===== src/rtl/regfile_seq_pkg.sv =====
// Shared types and default geometry for the regfile write-side sequencer.
package regfile_seq_pkg;

    localparam int unsigned NUM_COLS_DEF = 9;
    localparam int unsigned PIX_W_DEF    = 8;
    localparam int unsigned NUM_ROWS_DEF = 3;

    localparam logic [2:0] MEMPTR_RESET = 3'b001;
    localparam logic [8:0] COL0_ONEHOT  = 9'b1_0000_0000;

    typedef enum logic [1:0] {
        WAIT,
        SCAN,
        WRITE
    } state_e;

    typedef enum logic {
        DIR_LEFT,
        DIR_RIGHT
    } dir_e;

endpackage


===== src/rtl/onehot_ring.sv =====
// Rotating one-hot register: reloads RESET_VAL on reset or clear, rotates one step per advance.
module onehot_ring
    import regfile_seq_pkg::*;
#(
    parameter int unsigned      WIDTH     = 8,
    parameter logic [WIDTH-1:0] RESET_VAL = WIDTH'(1),
    parameter dir_e             DIR       = DIR_LEFT
) (
    input  logic             clk,
    input  logic             reset_b,
    input  logic             clear,
    input  logic             advance,
    output logic [WIDTH-1:0] ring
);

    always_ff @(posedge clk) begin
        if (!reset_b) begin
            ring <= RESET_VAL;
        end else if (clear) begin
            ring <= RESET_VAL;
        end else if (advance) begin
            if (DIR == DIR_RIGHT) begin
                ring <= {ring[0], ring[WIDTH-1:1]};
            end else begin
                ring <= {ring[WIDTH-2:0], ring[WIDTH-1]};
            end
        end
    end

endmodule


===== src/rtl/regfile_sequencer.sv =====
// Write-side sequencer for the convolution line-buffer regfile: per pixel, an
// 8-cycle bit-serial scan of the addressed column followed by one write cycle.
module regfile_sequencer
    import regfile_seq_pkg::*;
#(
    parameter int unsigned NUM_COLS = NUM_COLS_DEF,
    parameter int unsigned PIX_W    = PIX_W_DEF,
    parameter int unsigned NUM_ROWS = NUM_ROWS_DEF
) (
    input  logic                phi1,
    input  logic                reset_b_s1,
    input  logic                pix_valid_s1,
    input  logic [PIX_W-1:0]    pix_data_s1,
    output logic                pix_ready_s1,
    output logic [PIX_W-1:0]    pixel_s1,
    output logic [NUM_COLS-1:0] wrapout_s1,
    output logic [NUM_ROWS-1:0] Mem_Pointer_s1,
    output logic [PIX_W-1:0]    Pix_Mux_s1,
    output logic                Write_Mem_s1,
    output logic                row_done_s1,
    output logic                rows_filled_s1
);

    localparam int unsigned      CNT_W     = $clog2(NUM_ROWS + 1);
    localparam logic [CNT_W-1:0] ROWS_FULL = CNT_W'(NUM_ROWS);
    localparam logic [CNT_W-1:0] ROWS_LAST = CNT_W'(NUM_ROWS - 1);

    state_e              state;
    state_e              state_nxt;
    logic                started;
    logic                accept;
    logic                in_write;
    logic [NUM_COLS-1:0] col_ring;
    logic [PIX_W-1:0]    mux_ring;
    logic [CNT_W-1:0]    row_cnt;

    // ready is held low for the first cycle after reset, then tracks WAIT
    assign pix_ready_s1 = started && (state == WAIT);
    assign accept       = pix_valid_s1 && pix_ready_s1;
    assign in_write     = (state == WRITE);

    always_ff @(posedge phi1) begin
        if (!reset_b_s1) begin
            state   <= WAIT;
            started <= 1'b0;
        end else begin
            state   <= state_nxt;
            started <= 1'b1;
        end
    end

    always_comb begin
        state_nxt = state;
        case (state)
            WAIT:    if (accept) state_nxt = SCAN;
            SCAN:    if (mux_ring[PIX_W-1]) state_nxt = WRITE;
            WRITE:   state_nxt = WAIT;
            default: state_nxt = WAIT;
        endcase
    end

    always_ff @(posedge phi1) begin
        if (!reset_b_s1) begin
            pixel_s1 <= '0;
        end else if (accept) begin
            pixel_s1 <= pix_data_s1;
        end
    end

    always_ff @(posedge phi1) begin
        if (!reset_b_s1) begin
            row_cnt <= '0;
        end else if (row_done_s1 && (row_cnt != ROWS_FULL)) begin
            row_cnt <= row_cnt + 1'b1;
        end
    end

    onehot_ring #(
        .WIDTH     (NUM_COLS),
        .RESET_VAL ({1'b1, {(NUM_COLS-1){1'b0}}}),
        .DIR       (DIR_RIGHT)
    ) u_col_ring (
        .clk     (phi1),
        .reset_b (reset_b_s1),
        .clear   (1'b0),
        .advance (in_write),
        .ring    (col_ring)
    );

    onehot_ring #(
        .WIDTH     (NUM_ROWS),
        .RESET_VAL (NUM_ROWS'(1)),
        .DIR       (DIR_LEFT)
    ) u_memptr_ring (
        .clk     (phi1),
        .reset_b (reset_b_s1),
        .clear   (1'b0),
        .advance (row_done_s1),
        .ring    (Mem_Pointer_s1)
    );

    // bit-select rewinds to bit 0 on the write cycle, ready for the next column
    onehot_ring #(
        .WIDTH     (PIX_W),
        .RESET_VAL (PIX_W'(1)),
        .DIR       (DIR_LEFT)
    ) u_mux_ring (
        .clk     (phi1),
        .reset_b (reset_b_s1),
        .clear   (in_write),
        .advance ((state == SCAN) && !mux_ring[PIX_W-1]),
        .ring    (mux_ring)
    );

    assign wrapout_s1     = (state == WAIT) ? '0 : col_ring;
    assign Pix_Mux_s1     = (state == WAIT) ? '0 : mux_ring;
    assign Write_Mem_s1   = in_write;
    assign row_done_s1    = in_write && col_ring[0];
    assign rows_filled_s1 = (row_cnt == ROWS_FULL) || (row_done_s1 && (row_cnt == ROWS_LAST));

endmodule

===== config.mk =====
export PLATFORM = sky130hd
export DESIGN_NAME = regfile_sequencer
export DESIGN_NICKNAME = d
export VERILOG_FILES = /design/src/rtl/regfile_seq_pkg.sv /design/src/rtl/onehot_ring.sv /design/src/rtl/regfile_sequencer.sv
export SDC_FILE = /design/constraint.sdc
export NUM_CORES = 1
export LEC_CHECK = 0
export ABC_CLOCK_PERIOD_IN_PS = 1400
export CORE_MARGIN = 4
export CORE_UTILIZATION = 49
export CTS_BUF_LIST = sky130_fd_sc_hd__clkbuf_4
export CTS_CLUSTER_SIZE = 20
export DETAILED_ROUTE_END_ITERATION = 7
export GPL_TIMING_DRIVEN = 1
export HOLD_SLACK_MARGIN = 0.08
export PLACE_DENSITY_LB_ADDON = 0.1
export SLEW_MARGIN = 25
export SYNTH_ARGS = -nofsm -noshare
export SYNTH_HDL_FRONTEND = slang
export SYNTH_SLANG_ARGS = --single-unit

===== constraint.sdc =====
create_clock -name phi1 -period 1.4 [get_ports phi1]
set_clock_uncertainty 0.05 [all_clocks]
set_input_delay 0.28 -clock phi1 [delete_from_list [all_inputs] [get_ports phi1]]
set_output_delay 0.28 -clock phi1 [all_outputs]
set_load 0.01 [all_outputs]

==> out/metrics.yaml, run 1 <==
timing:
  maxSlewHeadroom_pct: 80.9
  finalHoldViolations: 0
  fmax_mhz: 616
  tightest_slew_ns: 0.285
  timing.final.ws_setup_ns: -0.223
  rsz0062_at_grt: "yes"
  drv_slew: 0
  min_period_ns: 1.62
  setup_viol: 29
  period_share_pct: 116
yosys:
  yosys.area.top_type: "dfxtp_1"
  async_flop_share_pct: 0
  synth_ff_type: "dfxtp_1"
  netlist.area_leader.share_pct: 43.9
  netlist_area_um2: 1500
  syn_inst: 170
  synth_common_cells: "nand2_1 (37), dfxtp_1 (33), nor2b_1 (18)"
  synthTopCellsByArea: "dfxtp_1 (44%), nand2_1 (9.2%), nor2b_1 (7.5%), a21boi_2 (6.0%), nand3_1 (4.3%)"
  syn_area_per_cell_um2: 8.85
  synthMostInstantiatedCell: "nand2_1"
  synth.net_count: 183
  ys_ff_latch: 33
  synth_edf_count: 0
  synth_cell_types: 33
  yosysSeqAreaShare_pct: 43.9
  yosys_warnings: 0
setup_path:
  criticalPathCategory: "reg -> out"
  arrival_ns: 1.29
  required_ns: 1.07
  start_kind: "register"
  path_max_fanout: 3
  endpoint_kind: "output pin"
route:
  drc: 0
  wl_per_cell_um: 14.0
  viasPerCell: 5.34
  via_count: 1459
  wirelength_um: 3810
  drt_pass1_iterations: 4
  detail-route-antenna-nets: 0
  first_iter_violations: 82
cells_and_area:
  antenna_cells: 0
  nets: 255
  stdcell_count: 273
  area_growth_pct: 47.3
  fill_cells: 191
  post_route_cells_drive_above_1_share_pct: 39.3
floorplanning:
  die_y_um: 63.4
  io_pins: 43
  initial_core_util_pct: 52.7
  fp.dieW_um: 63.4
  coreArea_um2: 2850
  die_area_um2: 4020
  rows: 19
clock_network:
  cts_buffer_depth: 2
  htree_levels: 2
  cts_tree: "done"
  numCtsBuffers: 5
  ctsRootBufferMaster: "clkbuf_4"
  clkSinkCount: 33
  clk_pin_slew_worst_paths_ns: 0.09
  worstSkewPairLatency_ns: 0.34
run_status:
  status: "finished with violations"
  violations: "negative setup slack"
grt:
  track_usage_pct: 18.4
  overflow: 0
  antenna_found_initial: 0
  grt_pass1_vias: 1413
  grt_max_degree: 24
  grt_pass1_wl_um: 5890
place:
  gp_routability_congestion: 0.764
  placedCellCount: 256
  port_buffers: 42
  dp_hpwl_um: 2450
flow_run:
  maxCapViolCount: 0
pwr:
  p_leak_nw: 0.957
  ir_worst_vdd_v: 0.000709
  total_power_mw: 1.71
  power_density_nw_per_um2: 772
worst_hold_path:
  hp-class: "reg -> reg"
-- power by group --
part           switching [mW]  internal (mW)
clock                   0.304          0.201
combinational           0.107          0.128
sequential             0.0121          0.957
-- cells in the final DEF (no fill, tap or decap), types with 3 or more instances in the layout --
cell,n
nand2_1,37
dlygate4sd2_1,11
clkdlybuf4s50_1,10
nand3_1,5
buf_2,17
dfxtp_1,30
buf_4,30
a21boi_2,9
nor2_1,3
a32oi_1,6
clkbuf_4,6
nor2b_1,18
o21ai_1,6
buf_6,7
nand3_2,8
a21boi_1,6
-- layout make-up --
type	instances	area, um^2	area share (%)
clock buffers	6	45.0	2.03
repair buffers	77	611	27.6
well taps	31	38.8	1.75
flip-flops and latches	33	669	30.2
clock inverters	1	3.75	0.169
inverters	4	17.5	0.791
multi-input cells	121	830	37.5
-- critical path, cell delays in order, from the launching register on --
cell and delay (ns):
dfxtp_4 0.37, buf_6 0.11, nand3b_1 0.17, inv_1 0.09, a21o_1 0.11, buf_2 0.12
-- worst paths after layout --
kind	startpoint	end	slack (ns)	cells after the start
worst max-delay path	state[0]	rows_filled_s1	-0.22	5
worst min register to register	pixel_s1[5]	pixel_s1[5]	0.40	2
worst max register to register	state[1]	pixel_s1[4]	-0.04	6
worst min-delay path	pixel_s1[5]	pixel_s1[5]	0.40	2
-- sequential cells by signal (all words and copies together) (netlist names) --
register and count:
row_cnt 2, u_memptr_ring.ring 3, state 2, started 1, u_mux_ring.ring 8, pixel_s1 8
u_col_ring.ring 9
-- stage by stage --
| step | hold slack, ns | util (%) | area, um^2 | setup slack, ns | setup TNS [ns] |
|---|---|---|---|---|---|
| floorplan | 0.258 | - | 1500 | 0.125 | 0 |
| global placement | 0.386 | 73.0 | 2080 | -0.238 | -4.56 |
| detailed placement | 0.391 | 73.0 | 2080 | -0.291 | -5.87 |
| CTS | 0.403 | 73.4 | 2090 | -0.249 | -3.04 |
| global route | 0.427 | 77.6 | 2210 | -0.325 | -5.00 |
| finish | 0.404 | 77.6 | 2210 | -0.223 | -2.84 |
-- cell families after synthesis --
family / after synthesis / share of synthesized area, %
xor+xnor: 1 / 0.582
buf+inv: 16 / 6.90
simple gates: 80 / 27.0
compound gates: 38 / 19.9
fa+ha+maj: 2 / 1.66
flops: 33 / 43.9
-- repair_timing --
action,in CTS,in global routing
cloned,0,2
hold buffers,0,0
setup endpoints to repair,32,34
pin swaps,1,12
resized for setup,103,34
buffers inserted,5,3
-- metal layers --
metal / vias up / global-route usage (%) / part of all wire (%)
met5: - / 0 / 0
met4: 0 / 9.16 / 1.9
met3: 8 / 8.17 / 6.8
met2: 49 / 31.6 / 49
met1: 689 / 18.9 / 42
li1: 713 / - / -
Power figures use the tool's default switching activity.
==> run 2: changes to the inputs <==
Settings changed: CAP_MARGIN set to 20, CORE_UTILIZATION 49 to 50, DONT_BUFFER_PORTS set to 1.
==> out/metrics.yaml, run 2 (same netlist as run 1, synthesis figures left out) <==
run_status:
  status: "finished with violations"
  violations: "negative setup slack"
timing:
  rsz0062_at_grt: "yes"
  min_period_ns: 1.48
  fin_setup_tns_ns: -1.36
  drv_slew: 0
  hold_ws_ns: 0.104
  timing.final.ws_setup_ns: -0.0845
  finalHoldViolations: 0
  period_share_pct: 106
  fmax_mhz: 674
  setup_viol: 21
  tightest_slew_ns: 0.261
  maxSlewHeadroom_pct: 82.5
floorplanning:
  die_y_um: 62.8
  die_area_um2: 3950
  coreArea_um2: 2810
  io_pins: 43
  rows: 19
  initial_core_util_pct: 53.6
  fp.dieW_um: 62.8
cells_and_area:
  top_register: "u_col_ring.ring"
  fill_cells: 235
  seq_area_um2: 669
  multi_input_area_um2: 847
  stdcell_count: 226
  post_route_cells_drive_above_1_share_pct: 29.7
  final_common_cell: "nand2_1"
  antenna_cells: 0
  area_growth_pct: 25.5
  final_cell_mix: "nand2_1 (37), dfxtp_1 (30), nand3_1 (13)"
  final_area_um2: 1890
  nets: 207
  largest_reg_flops: 9
  reg_top3: "u_col_ring.ring (9), pixel_s1 (8), u_mux_ring.ring (8)"
clock_network:
  worstSkewPairLatency_ns: 0.33
  clkSinkCount: 33
  cts_buffer_depth: 2
  clk_pin_slew_worst_paths_ns: 0.10
  numCtsBuffers: 5
  htree_levels: 2
  ctsRootBufferMaster: "clkbuf_4"
  cts_tree: "done"
setup_path:
  start_kind: "register"
  crit_buf_inv: 1
  r2r_start: "state[0]"
  r2r_slack_ns: 0.09
  critPathTopFamily: "flip-flops"
  reg2reg_depth: 6
  cpPeakStageDelay_ns: 0.38
  cpMaxStageDelayCell: "dfxtp_4"
  required_ns: 1.07
  path_max_fanout: 7
  arrival_ns: 1.15
  r2r_end: "u_mux_ring.ring[4]"
  criticalPathCategory: "reg -> out"
  endpoint_kind: "output pin"
  critical_path.cell_chain: "buf_4 -> nor2_4 -> nor2b_1"
route:
  wirelength_um: 3290
  viasPerCell: 5.56
  drt_pass1_iterations: 4
  first_iter_violations: 78
  drc: 0
  detail-route-antenna-nets: 0
  wl_per_cell_um: 14.5
  via_count: 1257
grt:
  antenna_found_initial: 0
  overflow: 0
  track_usage_pct: 17.2
  grt_pass1_vias: 1176
  grt_max_degree: 42
  grt_pass1_wl_um: 5400
flow_run:
  maxCapViolCount: 0
worst_hold_path:
  hp-class: "in -> reg"
  hold_end: "started"
  hold_depth: 1
  hp-start: "reset_b_s1"
pwr:
  p_leak_nw: 0.680
  ir_worst_vdd_v: 0.000612
  total_power_mw: 1.66
  power_density_nw_per_um2: 878
place:
  placed_area_um2: 1520
  placedCellCount: 196
  dp_hpwl_um: 1900
  port_buffers: 0
  gp_routability_congestion: 0.724
==> run 2: worst register-to-register path: stages (launching register included) <==
cell and delay [ns]:
dfxtp_4 0.38, buf_4 0.15, nor2_4 0.18, buf_4 0.15, buf_4 0.13, a32oi_1 0.05, a21boi_1 0.16
==> run 2: area by class of cell <==
cell class,count,share of cell area (%)
well taps,31,2.05
multi-input cells,122,44.9
inverters,4,0.928
repair inverters,1,0.398
clock inverters,3,0.663
repair buffers,27,13.7
flip-flops and latches,33,35.5
clock buffers,5,1.99
==> run 2: worst max path at each step <==
stage / startpoint / endpoint / slack (ns) / cells after the start
floorplan: state[1] / pix_ready_s1 / 0.12 / 4
global placement: state[1] / pix_ready_s1 / 0.04 / 2
detailed placement: state[1] / pix_ready_s1 / 0.003 / 2
CTS: state[0] / rows_filled_s1 / -0.10 / 3
global route: state[0] / wrapout_s1[6] / -0.17 / 3
finish: state[0] / wrapout_s1[5] / -0.08 / 3
==> run 2: through the flow <==
stage | util [%] | setup slack [ns]
6_report | 67.3 | -0.0845
4_1_cts | 65.8 | -0.103
3_5_place_dp | 54.0 | 0.00336
5_1_grt | 67.3 | -0.166
2_1_floorplan | - | 0.125
3_3_place_gp | 54.0 | 0.0421
==> run 2: layer usage <==
metal | GRT usage (%) | part of all wire [%]
met1 | 18.8 | 42
met2 | 30.0 | 50
met3 | 6.47 | 6.5
met4 | 6.61 | 1.1
met5 | 0 | 0
==> run 2: power breakdown <==
| group | internal [mW] | switching (mW) | leakage [nW] |
|---|---|---|---|
| Clock | 0.181 | 0.313 | 0.0300 |
| Combinational | 0.0956 | 0.0863 | 0.381 |
| Sequential | 0.957 | 0.0247 | 0.270 |
| Total | 1.23 | 0.424 | 0.680 |
==> run 2: what timing repair did <==
action / CTS / global route
hold buffers: 9 / 0
hold endpoints to repair: 33 / 0
buffers inserted: 9 / 2
cloned: 2 / 0
pin swaps: 3 / 5
setup endpoints to repair: 21 / 21
resized for setup: 30 / 8
==> run 3: changes to the inputs <==
Settings changed: ABC_CLOCK_PERIOD_IN_PS 1400 to 1550.
Clock period 1.4 ns to 1.55 ns, I/O delays scaled along.
==> out/metrics.yaml, run 3 (same netlist as run 1, synthesis figures left out) <==
timing:
  finalHoldViolations: 0
  timing.final.ws_setup_ns: 0.0442
  fmax_mhz: 664
  maxSlewHeadroom_pct: 66.1
  min_period_ns: 1.51
  period_share_pct: 97.1
  setup_viol: 0
  tightest_slew_ns: 0.508
  drv_slew: 0
  rsz0062_at_grt: "yes"
grt:
  grt_use_met2_pct: 28.0
  grt_max_degree: 33
  antenna_found_initial: 0
  track_usage_pct: 17.9
  overflow: 0
  grt_pass1_wl_um: 5640
  grt_pass1_vias: 1194
  busiest_layer: "met2"
  grt_use_met3_pct: 7.55
  use_met1_pct: 22.1
setup_path:
  start_kind: "register"
  r2r_start: "state[0]"
  r2r_slack_ns: 0.25
  r2r_end: "state[1]"
  endpoint_kind: "output pin"
  arrival_ns: 1.15
  path_max_fanout: 2
  required_ns: 1.19
  reg2reg_depth: 4
  criticalPathCategory: "reg -> out"
floorplanning:
  io_pins: 43
  initial_core_util_pct: 53.6
  die_y_um: 62.8
  rows: 19
  coreArea_um2: 2810
  die_area_um2: 3950
  fp.dieW_um: 62.8
route:
  drc: 0
  drt_pass1_iterations: 4
  via_count: 1204
  wirelength_um: 3220
  wl_per_cell_um: 14.6
  detail-route-antenna-nets: 0
  first_iter_violations: 68
  viasPerCell: 5.47
flow_run:
  maxCapViolCount: 0
cells_and_area:
  post_route_cells_drive_above_1_share_pct: 28.6
  top_register: "u_col_ring.ring"
  nets: 201
  antenna_cells: 0
  area_growth_pct: 19.3
  final_common_cell: "nand2_1"
  largest_reg_flops: 9
  final_cell_mix: "nand2_1 (37), dfxtp_1 (29), nor2b_2 (14)"
  reg_top3: "u_col_ring.ring (9), pixel_s1 (8), u_mux_ring.ring (8)"
  stdcell_count: 220
clock_network:
  ctsRootBufferMaster: "clkbuf_4"
  cts_buffer_depth: 2
  htree_levels: 2
  clkSinkCount: 33
  numCtsBuffers: 5
  cts_tree: "done"
  clk_pin_slew_worst_paths_ns: 0.10
  worstSkewPairLatency_ns: 0.33
pwr:
  p_comb_share_pct: 9.2
  p_switching_mw: 0.374
  seqPwrFrac_pct: 59.1
  power_density_nw_per_um2: 834
  total_power_mw: 1.50
  p_leak_nw: 0.633
  swShare_pct: 25.0
  ir_worst_vdd_v: 0.000583
  clkPwrFrac_pct: 31.7
  p_int_mw: 1.12
worst_hold_path:
  hp-class: "in -> reg"
  hp-start: "reset_b_s1"
  hold_depth: 1
  hold_end: "u_col_ring.ring[1]"
place:
  dp_hpwl_um: 1960
  gp_routability_congestion: 0.731
  place_ws_ns: 0.189
  port_buffers: 0
  placedCellCount: 198
run_status:
  status: "completed"
==> run 3: cell count changes in the layout (fill, tap and decap cells not counted), sizes merged <==
cell,delta
nor2,-1
buf,-7
clkinvlp,-1
clkinv,-1
clkbuf,+1
dlygate4sd3,+3
==> run 3: critical path, stage by stage, from the launching register on <==
cell     delay [ns]
dfxtp_1        0.35
inv_1          0.07
ha_1           0.19
a21o_1         0.21
==> run 3: layout make-up <==
cell class | count | area, um^2
fill | 248 | 1010
multi-input combinational | 121 | 803
inverter | 4 | 17.5
clock buffer | 6 | 45.0
clock inverter | 2 | 10.0
sequential | 33 | 671
timing repair buffer | 23 | 209
tap | 31 | 38.8
==> run 3: what timing repair did <==
item                       CTS  global route
setup buffers                2             0
pin swaps                    1             1
setup endpoints to repair   20            18
hold buffers                11             1
hold endpoints to repair    28             3
cloned                       0             0
resized for setup           11            18
==> run 3: metrics by stage <==
| step | cell area, um^2 | utilization (%) | TNS, ns | hold WS (ns) |
|---|---|---|---|---|
| final | 1790 | 64.0 | 0 | 0.0877 |
| after global routing | 1790 | 64.0 | -0.0244 | 0.0834 |
| after floorplan | 1500 | - | 0 | 0.288 |
| after CTS | 1730 | 61.8 | -0.436 | 0.0816 |
| after global placement | 1530 | 54.5 | 0 | 0.290 |
| after detailed placement | 1530 | 54.5 | 0 | 0.290 |
==> run 3: worst max path at each step <==
stage,to,depth (start not counted),from,slack [ns]
2_1_floorplan,pix_ready_s1,4,state[1],0.24
3_3_place_gp,Pix_Mux_s1[0],3,state[1],0.21
3_5_place_dp,Pix_Mux_s1[6],3,state[1],0.19
4_1_cts,Pix_Mux_s1[6],3,state[1],-0.04
5_1_grt,rows_filled_s1,3,state[0],-0.02
6_report,rows_filled_s1,3,row_cnt[0],0.04
==> run 3: power by group through the flow <==
stage | combinational (mW) | clock, mW | sequential [mW]
after floorplan | 0.0824 | 0 | 0.901
after global placement | 0.0794 | 0 | 0.906
after detailed placement | 0.0822 | 0 | 0.907
after CTS | 0.123 | 0.489 | 0.888
after global routing | 0.151 | 0.537 | 0.889
final | 0.137 | 0.475 | 0.885
==> run 3: per-layer routing <==
metal | wire length (um) | share of wire (%)
met5 | 0 | 0
met4 | 43 | 1.3
met3 | 211 | 6.6
met2 | 1520 | 47
met1 | 1440 | 45
